`src/rtl/pc_pkg.sv`:
```
// Shared encodings for the next-PC / fetch block: pc_src values, fetch FSM states, reset vector.
package pc_pkg;

    typedef enum logic [1:0] {
        PCSRC_SEQ = 2'b00,
        PCSRC_BR  = 2'b01,
        PCSRC_J   = 2'b10,
        PCSRC_JR  = 2'b11
    } pc_src_e;

    typedef enum logic [1:0] {
        ST_BOOT = 2'b00,
        ST_REQ  = 2'b01,
        ST_HOLD = 2'b10
    } state_e;

    localparam logic [31:0] RESET_VEC_DEFAULT = 32'h0000_0000;
    localparam int          JFIELD_W          = 28;

endpackage

```
`src/rtl/pc_target_sel.sv`:
```
// Combinational branch/jump/jr target formation and the next-PC priority mux
// (live redirect > pending redirect > sequential).
module pc_target_sel
    import pc_pkg::*;
#(
    parameter int XLEN = 32
) (
    input  logic [XLEN-1:0]     pc_plus4,
    input  logic                redirect_valid,
    input  logic [1:0]          pc_src,
    input  logic [XLEN-1:0]     br_off,
    input  logic [JFIELD_W-1:0] jaddr_sh,
    input  logic [XLEN-1:0]     jr_addr,
    input  logic                pend_v,
    input  logic [XLEN-1:0]     pend_tgt,
    output logic                live_v,
    output logic [XLEN-1:0]     live_tgt,
    output logic [XLEN-1:0]     next_pc
);

    logic [XLEN-1:0] br_tgt;
    logic [XLEN-1:0] j_tgt;

    assign br_tgt = pc_plus4 + br_off;
    assign j_tgt  = {pc_plus4[XLEN-1:JFIELD_W], jaddr_sh};

    // A "redirect" that selects the sequential path is not a control transfer.
    assign live_v = redirect_valid && (pc_src_e'(pc_src) != PCSRC_SEQ);

    always_comb begin
        live_tgt = pc_plus4;
        case (pc_src_e'(pc_src))
            PCSRC_BR: live_tgt = br_tgt;
            PCSRC_J:  live_tgt = j_tgt;
            PCSRC_JR: live_tgt = jr_addr;
            default:  live_tgt = pc_plus4;
        endcase
    end

    always_comb begin
        next_pc = pc_plus4;
        if (live_v)
            next_pc = live_tgt;
        else if (pend_v)
            next_pc = pend_tgt;
    end

endmodule

```
`src/rtl/pc_next_fetch.sv`:
```
// PC register, fetch req/ack FSM and one-entry redirect buffer.
// Optional feature macro: PC_ALIGN_CHECK_EN (misalign output, sticky halt on unaligned next_pc).
module pc_next_fetch
    import pc_pkg::*;
#(
    parameter int               XLEN      = 32,
    parameter logic [XLEN-1:0]  RESET_VEC = XLEN'(RESET_VEC_DEFAULT)
) (
    input  logic                clk,
    input  logic                rst_n,
    input  logic                redirect_valid,
    input  logic [1:0]          pc_src,
    input  logic [XLEN-1:0]     br_off,
    input  logic [JFIELD_W-1:0] jaddr_sh,
    input  logic [XLEN-1:0]     jr_addr,
    input  logic                stall,
    output logic                imem_req,
    output logic [XLEN-1:0]     imem_addr,
    input  logic                imem_ack,
`ifdef PC_ALIGN_CHECK_EN
    output logic                misalign,
`endif
    output logic [XLEN-1:0]     pc,
    output logic [XLEN-1:0]     pc_plus4
);

    state_e          state_reg;
    logic [XLEN-1:0] pc_reg;
    logic            req_reg;
    logic            pend_v_reg;
    logic [XLEN-1:0] pend_tgt_reg;

    logic            live_v;
    logic [XLEN-1:0] live_tgt;
    logic [XLEN-1:0] next_pc_raw;
    logic [XLEN-1:0] next_pc_eff;
    logic            accept;
    logic            align_fault;
    logic            halted;

    assign pc_plus4  = pc_reg + XLEN'(4);
    assign pc        = pc_reg;
    assign imem_addr = pc_reg;
    assign imem_req  = req_reg;

    pc_target_sel #(.XLEN(XLEN)) u_sel (
        .pc_plus4       (pc_plus4),
        .redirect_valid (redirect_valid),
        .pc_src         (pc_src),
        .br_off         (br_off),
        .jaddr_sh       (jaddr_sh),
        .jr_addr        (jr_addr),
        .pend_v         (pend_v_reg),
        .pend_tgt       (pend_tgt_reg),
        .live_v         (live_v),
        .live_tgt       (live_tgt),
        .next_pc        (next_pc_raw)
    );

    assign accept = (state_reg == ST_REQ) && imem_ack && !stall;

`ifdef PC_ALIGN_CHECK_EN
    logic misalign_reg;
    assign misalign    = misalign_reg;
    assign next_pc_eff = next_pc_raw;
    assign align_fault = accept && (next_pc_raw[1:0] != 2'b00);
    assign halted      = misalign_reg;
`else
    // Without the check, unaligned targets silently lose their low bits.
    assign next_pc_eff = next_pc_raw & ~XLEN'(3);
    assign align_fault = 1'b0;
    assign halted      = 1'b0;
`endif

    always_ff @(posedge clk or negedge rst_n) begin
        if (!rst_n) begin
            state_reg    <= ST_BOOT;
            pc_reg       <= RESET_VEC;
            req_reg      <= 1'b0;
            pend_v_reg   <= 1'b0;
            pend_tgt_reg <= '0;
`ifdef PC_ALIGN_CHECK_EN
            misalign_reg <= 1'b0;
`endif
        end else begin
            case (state_reg)
                ST_BOOT: begin
                    state_reg <= ST_REQ;
                    req_reg   <= 1'b1;
                end
                ST_REQ: begin
                    if (imem_ack) begin
                        if (stall || align_fault) begin
                            state_reg <= ST_HOLD;
                            req_reg   <= 1'b0;
                        end else begin
                            pc_reg <= next_pc_eff;
                        end
                    end
                end
                ST_HOLD: begin
                    // Re-issue the same pc; a misalign halt only leaves via reset.
                    if (!stall && !halted) begin
                        state_reg <= ST_REQ;
                        req_reg   <= 1'b1;
                    end
                end
                default: begin
                    state_reg <= ST_BOOT;
                    req_reg   <= 1'b0;
                end
            endcase

            if (accept && !align_fault) begin
                pend_v_reg <= 1'b0;
            end else if (live_v) begin
                pend_v_reg   <= 1'b1;
                pend_tgt_reg <= live_tgt;
            end

`ifdef PC_ALIGN_CHECK_EN
            if (align_fault)
                misalign_reg <= 1'b1;
`endif
        end
    end

endmodule

```
`config.mk`:
```
export PLATFORM = sky130hd
export DESIGN_NAME = pc_next_fetch
export DESIGN_NICKNAME = d
export VERILOG_FILES = /design/src/rtl/pc_pkg.sv /design/src/rtl/pc_target_sel.sv /design/src/rtl/pc_next_fetch.sv
export SDC_FILE = /design/constraint.sdc
export NUM_CORES = 1
export LEC_CHECK = 0
export ABC_CLOCK_PERIOD_IN_PS = 5310
export CORE_MARGIN = 4
export CORE_UTILIZATION = 30
export CTS_CLUSTER_DIAMETER = 80
export DETAILED_ROUTE_END_ITERATION = 6
export PLACE_DENSITY = 0.52
export REMOVE_ABC_BUFFERS = 1
export SETUP_SLACK_MARGIN = 0.5
export SLEW_MARGIN = 30
export SYNTH_ARGS = -nofsm -noshare
export SYNTH_HDL_FRONTEND = slang
export SYNTH_HIERARCHICAL = 1
export SYNTH_SLANG_ARGS = --single-unit
export TNS_END_PERCENT = 100
```
`constraint.sdc`:
```
create_clock -name clk -period 5.31 [get_ports clk]
set_clock_uncertainty 0.1 [all_clocks]
set_input_delay 1.062 -clock clk [delete_from_list [all_inputs] [get_ports clk]]
set_output_delay 1.062 -clock clk [all_outputs]
set_load 0.1 [all_outputs]
```
==> flow_summary.yaml, run 1 <==
global_route:
  grt_pass1_wl_mm: 35.8
  grt_pass1_vias: 6160
  grt_antenna_before_repair: 0
  grt_max_degree: 62
  grt_overflow: 0
  grtUsageTotal: 0.187
floorplanning:
  fp.dieW_um: 157
  num_rows: 54
  start_util: 0.306
  die-area_sq_mm: 0.0247
  core-area_sq_mm: 0.0218
  ios: 196
  fp.dieH_um: 157
sta:
  slew_headroom: 0.329
  min_period_over_period: 0.839
  max_freq_ghz: 0.225
  drv_slew: 0
  rsz0062_at_grt: "no"
  setup_viol: 0
  worstMarginPinSlew_ps: 1000
  finalHoldViolCount: 0
  layout_min_cycle_time_ps: 4450
critical_path:
  crit_path_max_fanout: 12
  critPathLaunchType: "flop"
  worstPathArrival_ps: 4580
  path_class: "flop to flop"
  cp_data_required_time_ps: 5440
  endpoint_kind: "flop"
routing:
  via_per_inst: 5.30
  wl_per_cell_um: 19.5
  dr.pass1.iters: 7
  drc: 1
  drtIter0Drc: 460
  vias: 6403
  detail_route.wirelength_mm: 23.5
  detail-route-antenna-nets: 0
clock_tree:
  numCtsBuffers: 9
  htreeDepth: 3
  clockBufferDepth: 2
  clk_latency_ps: 340
  clk_pin_slew_ps: 60
  cts_tree: "yes"
  cts-root-buf: "clkbuf_16"
  clock-sinks: 63
synthesis:
  yosysWarningCount: 6
  syn_inst: 787
  avgSynthCellArea_sq_um: 8.48
  syn-cell-area_sq_mm: 0.00667
cells_and_area:
  drive_above_1_share: 0.119
  nNetsFinal: 1054
  antenna_cells: 0
  area_growth_pct: 30.6
  final_area_sq_mm: 0.00871
  utilization: 0.399
place:
  dpl_cell_area_sq_mm: 0.00840
  dp_hpwl_mm: 17.9
  io_buffer_count: 185
  routabilityCongestion: 0.872
status:
  violations: "DRC"
  status: "finished, violations left"
worst_hold_path:
  hp-class: "flop to flop"
run:
  max_cap_viol_count: 0
[timing repair]
| item | 4_1_cts | 5_1_grt |
|---|---|---|
| hold buffers | 0 | 0 |
| gates resized for setup | 0 | 4 |
| setup buffers | 0 | 1 |
| setup endpoints to repair | 0 | 14 |
[path summary, 6_finish.rpt]
path	startpoint	to	slack (ps)	depth (start not counted)
max in group asynchronous	rst_n	pend_tgt_reg[10]$_DFFE_PN0P_	3430	2
min reg2reg	pend_tgt_reg[7]$_DFFE_PN0P_	pend_tgt_reg[7]$_DFFE_PN0P_	390	1
max reg2reg	imem_addr[7]$_DFFE_PN0P_	imem_addr[20]$_DFFE_PN0P_	860	15
min	pend_tgt_reg[7]$_DFFE_PN0P_	pend_tgt_reg[7]$_DFFE_PN0P_	390	1
max	imem_addr[7]$_DFFE_PN0P_	imem_addr[20]$_DFFE_PN0P_	860	15
min in group asynchronous	rst_n	pend_tgt_reg[26]$_DFFE_PN0P_	710	1
[critical path: stages, from the launching register on]
cell	delay, ps
dfrtp_1	510
nand4_1	310
nor2_4	290
nand4_1	140
xnor2_1	350
ha_1	460
a21oi_1	210
o21bai_1	100
a221o_1	330
a21oi_1	220
o21ai_0	160
a211oi_1	260
a31oi_1	70
o21ai_0	380
o22ai_1	160
mux2_2	270
[cell type report]
cell class	count	area, sq um
inverter	14	52.6
clock inverter	3	42.5
multi-input combinational	633	4540
tap	280	350
timing repair buffer	201	1900
clock buffer	13	250
fill	2257	13100
sequential	63	1580
[layout by cell type, fill, tap and decap left out, types with 20 or more instances in the layout]
cell type,n
nor2b_1,20
a211oi_1,22
clkdlybuf4s50_1,160
o21ai_0,37
nand3_1,23
mux2_2,31
nand2_1,44
a21o_1,23
buf_4,39
mux2_1,28
nor2_1,71
dfrtp_1,63
a21oi_1,42
mux2i_1,29
xnor2_1,35
ha_1,32
[stage by stage]
stage               setup WS (ps)  hold slack, ps  std cells  setup TNS (ps)
floorplan                   -1800             364        710          -62820
global placement              670             374       1190               0
detailed placement            669             381       1190               0
CTS                           621             393       1206               0
global route                  530             409       1207               0
finish                        857             392       1207               0
[per-layer routing]
layer  up-vias  part of all wire  track usage
met5         -                 0            0
met4         0             0.016       0.0504
met3        22             0.058       0.0289
met2       196              0.45        0.290
met1      3073              0.47        0.271
li1       3112                 -            -
Power of run 1 is not shown: default switching activity piles up to over one toggle a cycle in this logic, so the estimate is an artifact.
==> run 2, diff against run 1 <==
--- a/config.mk
+++ b/config.mk
@@ -5,12 +5,12 @@
 export SDC_FILE = /design/constraint.sdc
 export NUM_CORES = 1
 export LEC_CHECK = 0
-export ABC_CLOCK_PERIOD_IN_PS = 5310
+export ABC_CLOCK_PERIOD_IN_PS = 3900
 export CORE_MARGIN = 4
 export CORE_UTILIZATION = 30
 export CTS_CLUSTER_DIAMETER = 80
 export DETAILED_ROUTE_END_ITERATION = 6
-export PLACE_DENSITY = 0.52
+export PLACE_DENSITY = 0.54
 export REMOVE_ABC_BUFFERS = 1
 export SETUP_SLACK_MARGIN = 0.5
 export SLEW_MARGIN = 30
==> constraint.sdc (replaced) <==
create_clock -name clk -period 3.9 [get_ports clk]
set_clock_uncertainty 0.1 [all_clocks]
set_input_delay 0.78 -clock clk [delete_from_list [all_inputs] [get_ports clk]]
set_output_delay 0.78 -clock clk [all_outputs]
set_load 0.1 [all_outputs]
==> run 2 against run 1 <==
The flow now finishes without violations. Via count rose by 13%. Non-clock buffer count increased by 171. Routed wire length grew 11%. Flip-flop and latch count is the same. Hold slack worse by 4.7 ps. Worst setup slack got worse by 820 ps. First-iteration DRC count is 16% lower. Critical path type unchanged. Highest routed layer unchanged.
==> flow_summary.yaml, run 2 (synthesis results as in run 1) <==
status:
  status: "finished clean"
global_route:
  gr-usage-met1: 0.282
  use_met2: 0.325
  grt_pass1_wl_mm: 39.2
  grt_pass1_vias: 7039
  grt_antenna_before_repair: 0
  gr-max-usage-layer: "met2"
  grtUsageTotal: 0.203
  globalRouteMet3Util: 0.0338
  grt_overflow: 0
  grt_max_degree: 67
clock_tree:
  clk_latency_ps: 350
  cts-root-buf: "clkbuf_16"
  htreeDepth: 3
  clk_pin_slew_ps: 60
  cts_tree: "yes"
  clock-sinks: 63
  numCtsBuffers: 9
  clockBufferDepth: 2
critical_path:
  cp-endpoint: "pend_tgt_reg[26]$_DFFE_PN0P_"
  worstPathArrival_ps: 3990
  critPathBufInv: 2
  path_common_cell: "a21o_1"
  startpoint: "imem_addr[2]$_DFFE_PN0P_"
  cp_slowest_cell: "mux4_2"
  endpoint_kind: "flop"
  cp_data_required_time_ps: 4030
  crit_cells: 17
  worstPathCellList: "buf_6 > nand4_1 > nor2_1 > buf_4 > nand3_4 > xnor2_4 > ha_4 > a21o_1 > a21o_1 > a21o_1 > a221o_1 > a21oi_2 > and2_4 > o21ai_4 > xor2_2 > mux4_2 > mux2_4"
  ff2ff_path_depth: 17
  critPathLaunchType: "flop"
  worst_r2r_endpoint: "pend_tgt_reg[26]$_DFFE_PN0P_"
  r2r-start: "imem_addr[2]$_DFFE_PN0P_"
  max_stage_delay_ps: 450
  crit_family: "compound AO/OA/AOI/OAI gates"
  path_class: "flop to flop"
  crit_path_max_fanout: 4
  ff2ff_setup_slack_ps: 40
run:
  max_cap_viol_count: 0
sta:
  slew_headroom: 0.346
  drv_slew: 0
  worstMarginPinSlew_ps: 978
  finalHoldViolCount: 0
  setup_viol: 0
  max_freq_ghz: 0.259
  min_period_over_period: 0.990
  layout_min_cycle_time_ps: 3860
  rsz0062_at_grt: "yes"
cells_and_area:
  layout_commonest_cell: "buf_4"
  final_area_sq_mm: 0.0112
  fillers: 1991
  final_cell_mix: "buf_4 (178), clkdlybuf4s50_1 (152), nor2_1 (67)"
  area_growth_pct: 68.5
  antenna_cells: 0
  drive_above_1_share: 0.376
  nNetsFinal: 1225
floorplanning:
  core-area_sq_mm: 0.0218
  num_rows: 54
  start_util: 0.306
  fp.dieW_um: 157
  fp.dieH_um: 157
  die-area_sq_mm: 0.0247
  ios: 196
routing:
  drc: 0
  detail-route-antenna-nets: 0
  drtIter0Drc: 387
  wl_per_cell_um: 18.9
  dr.pass1.iters: 4
  via_per_inst: 5.24
  vias: 7225
  detail_route.wirelength_mm: 26.1
worst_hold_path:
  hp-class: "input port to asynchronous set/reset pin"
place:
  dp_hpwl_mm: 19.0
  dpl_cell_area_sq_mm: 0.00942
  io_buffer_count: 185
  routabilityCongestion: 0.868
## run 2: worst min-delay path by stage
stage / cells past startpoint / slack (ps) / from / endpoint
finish: 1 / 390 / rst_n / pend_tgt_reg[26]$_DFFE_PN0P_
global route: 1 / 410 / pend_tgt_reg[12]$_DFFE_PN0P_ / pend_tgt_reg[12]$_DFFE_PN0P_
CTS: 1 / 390 / pend_tgt_reg[27]$_DFFE_PN0P_ / pend_tgt_reg[27]$_DFFE_PN0P_
detailed placement: 1 / 380 / pend_tgt_reg[3]$_DFFE_PN0P_ / pend_tgt_reg[3]$_DFFE_PN0P_
global placement: 1 / 370 / pend_tgt_reg[20]$_DFFE_PN0P_ / pend_tgt_reg[20]$_DFFE_PN0P_
floorplan: 1 / 360 / pend_tgt_reg[10]$_DFFE_PN0P_ / pend_tgt_reg[10]$_DFFE_PN0P_
## run 2: per-layer routing
| layer | wire (um) | share of wire |
|---|---|---|
| met2 | 12300 | 0.47 |
| met5 | 0 | 0 |
| met1 | 11700 | 0.45 |
| met4 | 480 | 0.018 |
| met3 | 1610 | 0.062 |
## run 2: cell type report
cell class,count,area (sq um),share of cell area
clock buffers,10,229,0.0204
clock inverters,6,61.3,0.00545
inverters,14,52.6,0.00467
multi-input cells,633,5520,0.491
flip-flops and latches,63,1580,0.140
well taps,280,350,0.0312
repair buffers,372,3450,0.307
## run 2: timing repair
item / CTS / global route
cloned: 0 / 0
setup buffers: 36 / 17
hold buffers: 0 / 0
pin swaps: 74 / 71
resized for setup: 123 / 88
setup endpoints to repair: 43 / 47
## run 2: metrics by stage
| stage | worst slack [ps] | util | hold WS, ps | setup TNS (ps) | cells |
|---|---|---|---|---|---|
| 2_1_floorplan | -3210 | - | 364 | -170390 | 710 |
| 3_3_place_gp | -121 | 0.432 | 374 | -542 | 1309 |
| 3_5_place_dp | -119 | 0.432 | 382 | -716 | 1309 |
| 4_1_cts | 47.8 | 0.487 | 394 | 0 | 1361 |
| 5_1_grt | -70.5 | 0.515 | 415 | -451 | 1378 |
| 6_report | 39.6 | 0.515 | 387 | 0 | 1378 |
Power of run 2 is left out for the same reason.
==> run 3, diff against run 2 <==
--- a/config.mk
+++ b/config.mk
@@ -5,12 +5,12 @@
 export SDC_FILE = /design/constraint.sdc
 export NUM_CORES = 1
 export LEC_CHECK = 0
-export ABC_CLOCK_PERIOD_IN_PS = 3900
+export ABC_CLOCK_PERIOD_IN_PS = 4700
 export CORE_MARGIN = 4
 export CORE_UTILIZATION = 30
 export CTS_CLUSTER_DIAMETER = 80
 export DETAILED_ROUTE_END_ITERATION = 6
-export PLACE_DENSITY = 0.54
+export PLACE_DENSITY = 0.52
 export REMOVE_ABC_BUFFERS = 1
 export SETUP_SLACK_MARGIN = 0.5
 export SLEW_MARGIN = 30
==> constraint.sdc (replaced) <==
create_clock -name clk -period 4.7 [get_ports clk]
set_clock_uncertainty 0.1 [all_clocks]
set_input_delay 0.94 -clock clk [delete_from_list [all_inputs] [get_ports clk]]
set_output_delay 0.94 -clock clk [all_outputs]
set_load 0.1 [all_outputs]
==> run 3 against run 2 <==
Design area decreased by 18%. Critical path type unchanged. Utilization decreased by 9.1 points. Via count fell by 10%. Routed wire length shrank 6.7%. Largest cell class unchanged. First-iteration DRC count fell by 5.7%. Clock-buffer cell count up 1. Critical path depth did not move.
==> flow_summary.yaml, run 3 (synthesis results as in run 1) <==
critical_path:
  startpoint: "imem_addr[7]$_DFFE_PN0P_"
  critPathLaunchType: "flop"
  endpoint_kind: "flop"
  worstPathArrival_ps: 4130
  cp_data_required_time_ps: 4820
  crit_path_max_fanout: 6
  path_class: "flop to flop"
  r2r-start: "imem_addr[7]$_DFFE_PN0P_"
routing:
  drtIter0Drc: 365
  drc: 0
  detail_route.wirelength_mm: 24.4
  vias: 6494
  dr.pass1.iters: 4
  via_per_inst: 5.22
  wl_per_cell_um: 19.6
  detail-route-antenna-nets: 0
place:
  dpl_cell_area_sq_mm: 0.00853
  io_buffer_count: 185
  dp_hpwl_mm: 18.2
  routabilityCongestion: 0.883
  dp_slack_ps: 373
sta:
  slew_headroom: 0.338
  timing.final.ws_setup_ps: 689
  max_freq_ghz: 0.249
  setup_viol: 0
  rsz0062_at_grt: "yes"
  layout_min_cycle_time_ps: 4010
  worstMarginPinSlew_ps: 989
  finalHoldViolCount: 0
  tns_ps: 0
  drv_slew: 0
  min_period_over_period: 0.853
clock_tree:
  clockBufferDepth: 2
  numCtsBuffers: 9
  clock-sinks: 63
  htreeDepth: 3
  hold_buffers: 0
  clk_pin_slew_ps: 60
  cts_tree: "yes"
  clk_latency_ps: 340
  cts-root-buf: "clkbuf_16"
worst_hold_path:
  hp-class: "flop to flop"
  min_from: "pend_tgt_reg[31]$_DFFE_PN0P_"
cells_and_area:
  seq_area_sq_mm: 0.00159
  drive_above_1_share: 0.210
  nNetsFinal: 1091
  antenna_cells: 0
  multi_input_area_sq_mm: 0.00477
  final_cell_mix: "clkdlybuf4s50_1 (156), buf_4 (78), nor2_1 (71)"
  final_area_sq_mm: 0.00926
  layout_commonest_cell: "clkdlybuf4s50_1"
  area_growth_pct: 38.7
  fillers: 2178
  utilization: 0.424
global_route:
  grt_pass1_wl_mm: 36.7
  grt_max_degree: 61
  grtUsageTotal: 0.192
  grt_antenna_before_repair: 0
  grt_overflow: 0
  grt_pass1_vias: 6336
floorplanning:
  fp.dieW_um: 157
  core-area_sq_mm: 0.0218
  fp.dieH_um: 157
  ios: 196
  die-area_sq_mm: 0.0247
  num_rows: 54
  start_util: 0.306
run:
  max_cap_viol_count: 0
status:
  status: "finished clean"
run 3: cell type report:
type / count / area share
Multi-Input combinational cell: 633 / 0.515
Timing Repair Buffer: 238 / 0.236
Sequential cell: 63 / 0.172
Tap cell: 280 / 0.0378
Clock buffer: 11 / 0.0273
Clock inverter: 5 / 0.00608
Inverter: 14 / 0.00568
run 3: path summary, 6_finish.rpt:
kind / to / slack [ps] / cells after the start
worst max-delay path: pend_tgt_reg[31]$_DFFE_PN0P_ / 690 / 17
worst min-delay path: pend_tgt_reg[31]$_DFFE_PN0P_ / 390 / 1
worst max register to register: pend_tgt_reg[31]$_DFFE_PN0P_ / 690 / 17
worst min register to register: pend_tgt_reg[31]$_DFFE_PN0P_ / 390 / 1
max in group asynchronous: imem_addr[12]$_DFFE_PN0P_ / 3200 / 2
min in group asynchronous: pend_tgt_reg[28]$_DFFE_PN0P_ / 460 / 1
run 3: per-layer routing:
metal	GRT usage	routed length, um	share of wire
met1	0.275	11500	0.47
met2	0.301	11100	0.46
met4	0.0500	380	0.016
met3	0.0344	1380	0.057
met5	0	0	0
run 3: timing repair:
action | 4_1_cts | 5_1_grt
endpoints found under the hold margin | 0 | 0
endpoints found under the setup margin | 13 | 30
pin swaps | 0 | 18
gates resized for setup | 13 | 43
setup buffers | 0 | 20
run 3: worst max-delay path, cell delays in order, from the launching register on:
cell      delay, ps
dfrtp_1         400
nand4_1         210
buf_4           210
nor2_1          100
buf_4           190
nand4_1         140
xnor2_2         260
ha_4            260
a211oi_2        170
o21ai_1         120
a221oi_2        350
o21ai_2         120
o21a_1          200
o21ai_0         170
and4b_2         290
nor3_1           60
a211o_1         270
mux2_1          270
run 3: per-stage QoR:
step	hold slack, ps	instances
after floorplan	364	710
after global placement	373	1208
after detailed placement	381	1208
after CTS	395	1224
after global routing	398	1244
final	389	1244
Power of run 3 is left out for the same reason.
